File: src/rtl/timer_array.sv
// Multi-channel memory-mapped down-counter timer block with per-channel prescaler,
// one-shot / auto-reload modes and a sticky write-1-to-clear interrupt status.
module timer_array #(
  parameter int          NUM_CH = 4,
  parameter int          CNT_W  = 32,
  parameter logic [31:0] BASE   = 32'h0000_7F00
) (
  input  logic              clk,
  input  logic              reset,
  input  logic [29:0]       address,
  input  logic              WE,
  input  logic [31:0]       dataIn,
  output logic [31:0]       dataOut,
  output logic              IRQ,
  output logic [NUM_CH-1:0] irq_vec
);

  typedef enum logic [1:0] {IDLE, LOAD, CNT} state_t;

  localparam logic [29:0]      BASE_W = BASE[31:2];
  localparam logic [29:0]      SPAN_W = 30'((NUM_CH + 1) * 4);
  localparam logic [CNT_W-1:0] ONE    = CNT_W'(1);

  logic [29:0] off;
  logic        in_block;
  logic [3:0]  sel;
  logic [1:0]  word;

  logic [NUM_CH-1:0] en_q, mode_q, im_q, restart_q, status_q;
  logic [7:0]        psc_q     [NUM_CH];
  logic [7:0]        pre_cnt_q [NUM_CH];
  logic [CNT_W-1:0]  preset_q  [NUM_CH];
  logic [CNT_W-1:0]  count_q   [NUM_CH];
  state_t            state_q   [NUM_CH];
  state_t            state_d   [NUM_CH];

  logic [NUM_CH-1:0] wr_ctrl, wr_preset, load, run, tick, expire;
  logic              wr_status;
  logic              unused_data;

  assign off         = address - BASE_W;
  assign in_block    = off < SPAN_W;
  assign sel         = off[5:2];
  assign word        = off[1:0];
  assign unused_data = ^dataIn;

  always_comb begin
    wr_status = WE && in_block && (sel == 4'(NUM_CH)) && (word == 2'd0);
    for (int i = 0; i < NUM_CH; i++) begin
      wr_ctrl[i]   = WE && in_block && (sel == 4'(i)) && (word == 2'd0);
      wr_preset[i] = WE && in_block && (sel == 4'(i)) && (word == 2'd1);
    end
  end

  always_ff @(posedge clk) begin
    if (reset) begin
      for (int i = 0; i < NUM_CH; i++) state_q[i] <= IDLE;
    end else begin
      for (int i = 0; i < NUM_CH; i++) state_q[i] <= state_d[i];
    end
  end

  // A pending restart pre-empts any tick so a reload always starts from a clean LOAD.
  always_comb begin
    for (int i = 0; i < NUM_CH; i++) begin
      state_d[i] = state_q[i];
      case (state_q[i])
        IDLE:    if (en_q[i]) state_d[i] = LOAD;
        LOAD:    state_d[i] = CNT;
        CNT: begin
          if (!en_q[i])                    state_d[i] = IDLE;
          else if (restart_q[i])           state_d[i] = LOAD;
          else if (expire[i] && !mode_q[i]) state_d[i] = IDLE;
        end
        default: state_d[i] = IDLE;
      endcase
    end
  end

  always_comb begin
    for (int i = 0; i < NUM_CH; i++) begin
      load[i]   = (state_q[i] == LOAD);
      run[i]    = (state_q[i] == CNT) && en_q[i] && !restart_q[i];
      tick[i]   = run[i] && (pre_cnt_q[i] == psc_q[i]);
      expire[i] = tick[i] && (count_q[i] <= ONE);
    end
  end

  // CPU CTRL writes take priority over the one-shot EN auto-clear; STATUS set beats clear.
  always_ff @(posedge clk) begin
    if (reset) begin
      en_q      <= '0;
      mode_q    <= '0;
      im_q      <= '0;
      restart_q <= '0;
      status_q  <= '0;
      for (int i = 0; i < NUM_CH; i++) begin
        psc_q[i]     <= '0;
        pre_cnt_q[i] <= '0;
        preset_q[i]  <= '0;
        count_q[i]   <= '0;
      end
    end else begin
      for (int i = 0; i < NUM_CH; i++) begin
        restart_q[i] <= wr_ctrl[i] && dataIn[0];
        if (wr_ctrl[i]) begin
          en_q[i]   <= dataIn[0];
          mode_q[i] <= dataIn[1];
          im_q[i]   <= dataIn[3];
          psc_q[i]  <= dataIn[15:8];
        end else if (expire[i] && !mode_q[i]) begin
          en_q[i] <= 1'b0;
        end
        if (wr_preset[i]) preset_q[i] <= dataIn[CNT_W-1:0];
        if (load[i]) begin
          count_q[i]   <= preset_q[i];
          pre_cnt_q[i] <= '0;
        end else if (run[i]) begin
          pre_cnt_q[i] <= tick[i] ? 8'd0 : pre_cnt_q[i] + 8'd1;
          if (tick[i]) begin
            if (expire[i]) count_q[i] <= mode_q[i] ? preset_q[i] : '0;
            else           count_q[i] <= count_q[i] - ONE;
          end
        end
      end
      status_q <= (status_q & ~(wr_status ? dataIn[NUM_CH-1:0] : '0)) | expire;
    end
  end

  always_comb begin
    dataOut = '0;
    if (in_block) begin
      if (sel == 4'(NUM_CH)) begin
        if (word == 2'd0) dataOut = 32'(status_q);
      end else begin
        for (int i = 0; i < NUM_CH; i++) begin
          if (sel == 4'(i)) begin
            case (word)
              2'd0:    dataOut = {16'b0, psc_q[i], 4'b0, im_q[i], 1'b0, mode_q[i], en_q[i]};
              2'd1:    dataOut = 32'(preset_q[i]);
              2'd2:    dataOut = 32'(count_q[i]);
              default: dataOut = '0;
            endcase
          end
        end
      end
    end
  end

  assign irq_vec = status_q & im_q;
  assign IRQ     = |irq_vec;

endmodule

File: config.mk
export PLATFORM = sky130hd
export DESIGN_NAME = timer_array
export DESIGN_NICKNAME = d
export VERILOG_FILES = /design/src/rtl/timer_array.sv
export SDC_FILE = /design/constraint.sdc
export NUM_CORES = 1
export LEC_CHECK = 0
export ABC_CLOCK_PERIOD_IN_PS = 3300
export BUFFER_PORTS_ARGS = -buffer_cell sky130_fd_sc_hd__buf_2
export CORE_AREA = 2 2 200 202
export CTS_CLUSTER_SIZE = 28
export DETAILED_ROUTE_END_ITERATION = 7
export DIE_AREA = 0 0 202 204
export PLACE_DENSITY = 0.79
export SLEW_MARGIN = 5
export SYNTH_ARGS = -nofsm -noshare
export SYNTH_HDL_FRONTEND = slang
export SYNTH_SLANG_ARGS = --single-unit
File: constraint.sdc
create_clock -name clk -period 3.3 [get_ports clk]
set_input_delay 0.66 -clock clk [delete_from_list [all_inputs] [get_ports clk]]
set_output_delay 0.66 -clock clk [all_outputs]
set_load 0.02 [all_outputs]
==> metrics.cfg <==
[worst_setup_path]
crit_path_end = dataOut[7]
arrival_time_at_the_worst_endpoint_ns = 2.55
crit_required_ns = 2.64
setup.worst_path.start_class = input pin
reg2reg_slack_ns = 0.09
worst-r2r-cell-count = 7
r2r-end = count_q[3][3]
category_of_the_worst_setup_path_capture_point = output port
worst_setup_path_startpoint = address[0]
critical_path.max_fanout = 23
r2r_startpoint = count_q[3][22]
critPathKind = in -> out

[sta]
worst_clock_skew_ns = 0.0110
max_slew.worst_pin.slew_ns = 0.900
timing.final.crit_period_ns = 3.21
hold_viol_final = 0
period_utilisation_layout = 0.974
maxClockFrequency_ghz = 0.311
fin_worst_hold_slack_ns = 0.415
slew_viol_final = 0
postLayoutSetupSlackWorst_ns = 0.0864
fin_tns_setup_ns = 0
rsz0062_at_grt = no
relSlewSlack = 0.398
finalSetupViolations = 0

[clock_tree]
clock_tree.root_cell = sky130_fd_sc_hd__clkbuf_16
max-clock-path-buffers = 3
clk_pin_slew_worst_paths_ns = 0.06
postCtsHoldBufs = 0
tritoncts = built
numCtsBuffers = 40
cts_sinks = 348
skew_pair_late_insertion_delay_ns = 0.54
cts_htree_levels = 2

[yosys]
synth_cell_types = 63
synth_ff_type = sky130_fd_sc_hd__edfxtp_1
synth-seq-cells = 348
syn_area_um2 = 19200
synth_area_leader_cell = sky130_fd_sc_hd__edfxtp_1
synth_warnings = 0
mappedNetlistNets = 1941
avgSynthCellArea_um2 = 10.3
synth.yosys.seq_area_share = 0.529
asyncSetResetFlopFracSynth = 0
synth_top_cells_by_area = sky130_fd_sc_hd__edfxtp_1, sky130_fd_sc_hd__nor2_1, sky130_fd_sc_hd__xnor2_1
synth.top_cell.area_share = 0.500
synth_edf_count = 320
postSynthCellCount = 1864

[routing]
drt_pass1_iterations = 8
dr_total_vias = 16348
first_iter_violations = 1906
drt.antenna.violating_nets = 0
vias_per_cell = 6.38
drcViolationCount = 0
route.final.wire_length_um = 60000
route.detailed.wl_per_inst_um = 23.4

[finish]
multi_input_comb_area_um2 = 8550
design.final.nets = 2086
n_antenna_cell = 0
final_layout_size_suffix_gt1_frac = 0.149
mostFrequentLayoutCell = sky130_fd_sc_hd__edfxtp_1
most-common-layout-cells = sky130_fd_sc_hd__edfxtp_1, sky130_fd_sc_hd__nor2_1, sky130_fd_sc_hd__nand2_1, sky130_fd_sc_hd__buf_2, sky130_fd_sc_hd__buf_4
synthToLayoutAreaGrowth_pct = 16.1
register_area_um2 = 10200
fillers = 3274

[global_routing]
grt_first_pass_wirelength_um = 92200
gr_util_met1 = 0.409
first_global_vias = 15742
grt_max_degree = 57
grt_util_met2 = 0.439
groute.usage.overall = 0.289
grt_util_met3 = 0.0464
top_usage_layer = met2
antenna_violations_before_repair = 1
overflow = 0

[place]
dp.final_hpwl_um = 42900
port_buffers = 101
gp_routability_congestion = 0.933
preCtsSetupSlack_ns = 0.0368

[floorplan]
design.core.area_um2 = 39200
floorplan.die.height_um = 204
fp.dieW_um = 202
starting_density_of_the_core = 0.491
placementRows = 73
ioPinCount = 102
die_area_um2 = 41200

[pwr]
power_per_cell_area_nw_per_um2 = 458
p_leak_nw = 7.63
ir_worst_vdd_uv = 379

[status]
status = finished, final reports clean

[min_path]
hold_path.class = in -> reg

[job]
max-cap-violations = 0

-- where the power goes --
part | internal (mW) | switching, mW
clock network | 2.46 | 1.79
logic | 0.306 | 0.510
registers | 4.98 | 0.180
total | 7.75 | 2.47
-- through the flow --
step                utilization  power (mW)  cell area [um^2]  cells
global placement          0.538        6.02             21100   2491
CTS                       0.569        10.2             22300   2563
detailed placement        0.538        6.04             21100   2491
finish                    0.570        10.2             22300   2564
floorplan                     -        5.65             19200   1864
global route              0.570        10.5             22300   2564
-- Yosys cell counts (28+ instances only) --
| master | n |
|---|---|
| sky130_fd_sc_hd__a211oi_1 | 50 |
| sky130_fd_sc_hd__a21oi_1 | 78 |
| sky130_fd_sc_hd__a22o_1 | 40 |
| sky130_fd_sc_hd__clkbuf_1 | 94 |
| sky130_fd_sc_hd__dfxtp_1 | 28 |
| sky130_fd_sc_hd__edfxtp_1 | 320 |
| sky130_fd_sc_hd__mux2i_1 | 52 |
| sky130_fd_sc_hd__nand2_1 | 174 |
| sky130_fd_sc_hd__nand3_1 | 49 |
| sky130_fd_sc_hd__nor2_1 | 285 |
| sky130_fd_sc_hd__nor3_1 | 56 |
| sky130_fd_sc_hd__nor4_1 | 36 |
| sky130_fd_sc_hd__o21ai_0 | 57 |
| sky130_fd_sc_hd__o2bb2ai_1 | 82 |
| sky130_fd_sc_hd__xnor2_1 | 95 |
| sky130_fd_sc_hd__xor2_1 | 69 |
-- worst max-delay path, cell delays in order --
cell                       delay [ns]
sky130_fd_sc_hd__buf_2           0.14
sky130_fd_sc_hd__nor2b_4         0.24
sky130_fd_sc_hd__buf_12          0.20
sky130_fd_sc_hd__a22oi_1         0.13
sky130_fd_sc_hd__a211oi_1        0.40
sky130_fd_sc_hd__buf_4           0.18
sky130_fd_sc_hd__a21oi_1         0.04
sky130_fd_sc_hd__a211oi_1        0.23
sky130_fd_sc_hd__buf_4           0.15
sky130_fd_sc_hd__buf_2           0.15
-- metal layers --
metal | share of wire | vias to the layer above
li1 | - | 7268
met1 | 0.41 | 7881
met2 | 0.44 | 1037
met3 | 0.11 | 160
met4 | 0.047 | 2
met5 | 0.00025 | -
-- kinds of logic after synthesis --
logic type	Yosys count	synth area share
mux	53	0.0276
buf+inv	137	0.0280
compound gates	413	0.154
flops	348	0.529
fa+ha+maj	12	0.00781
simple gates	737	0.180
xor+xnor	164	0.0747
-- final cells by class --
cell class,count,area share
multi-input cells,1379,0.383
clock inverters,13,0.00269
clock buffers,59,0.0526
inverters,19,0.00319
well taps,525,0.0294
flip-flops and latches,348,0.456
repair buffers,221,0.0733
-- sequential cells by signal, summed over array words and instances, names as in the netlist --
register / cells
restart_q: 4
mode_q: 4
en_q: 4
status_q: 4
preset_q: 128
state_q: 8
im_q: 4
psc_q: 32
pre_cnt_q: 32
count_q: 128
-- worst min path at each step --
stage                        from       endpoint  slack (ns)  cells past startpoint
finish                  dataIn[0]        en_q[1]        0.41                      3
detailed placement  state_q[3][0]  state_q[3][0]        0.47                      1
CTS                     dataIn[0]        en_q[1]        0.40                      3
global route            dataIn[0]        en_q[1]        0.42                      3
floorplan           state_q[1][0]  state_q[1][0]        0.43                      1
global placement    state_q[1][0]  state_q[1][0]        0.44                      1
-- what timing repair did --
| action | 4_1_cts | 5_1_grt |
|---|---|---|
| gates resized for setup | 0 | 2 |
| endpoints found under the setup margin | 0 | 10 |
| buffers inserted | 0 | 1 |
No activity file was read; power rests on OpenSTA's default activity.
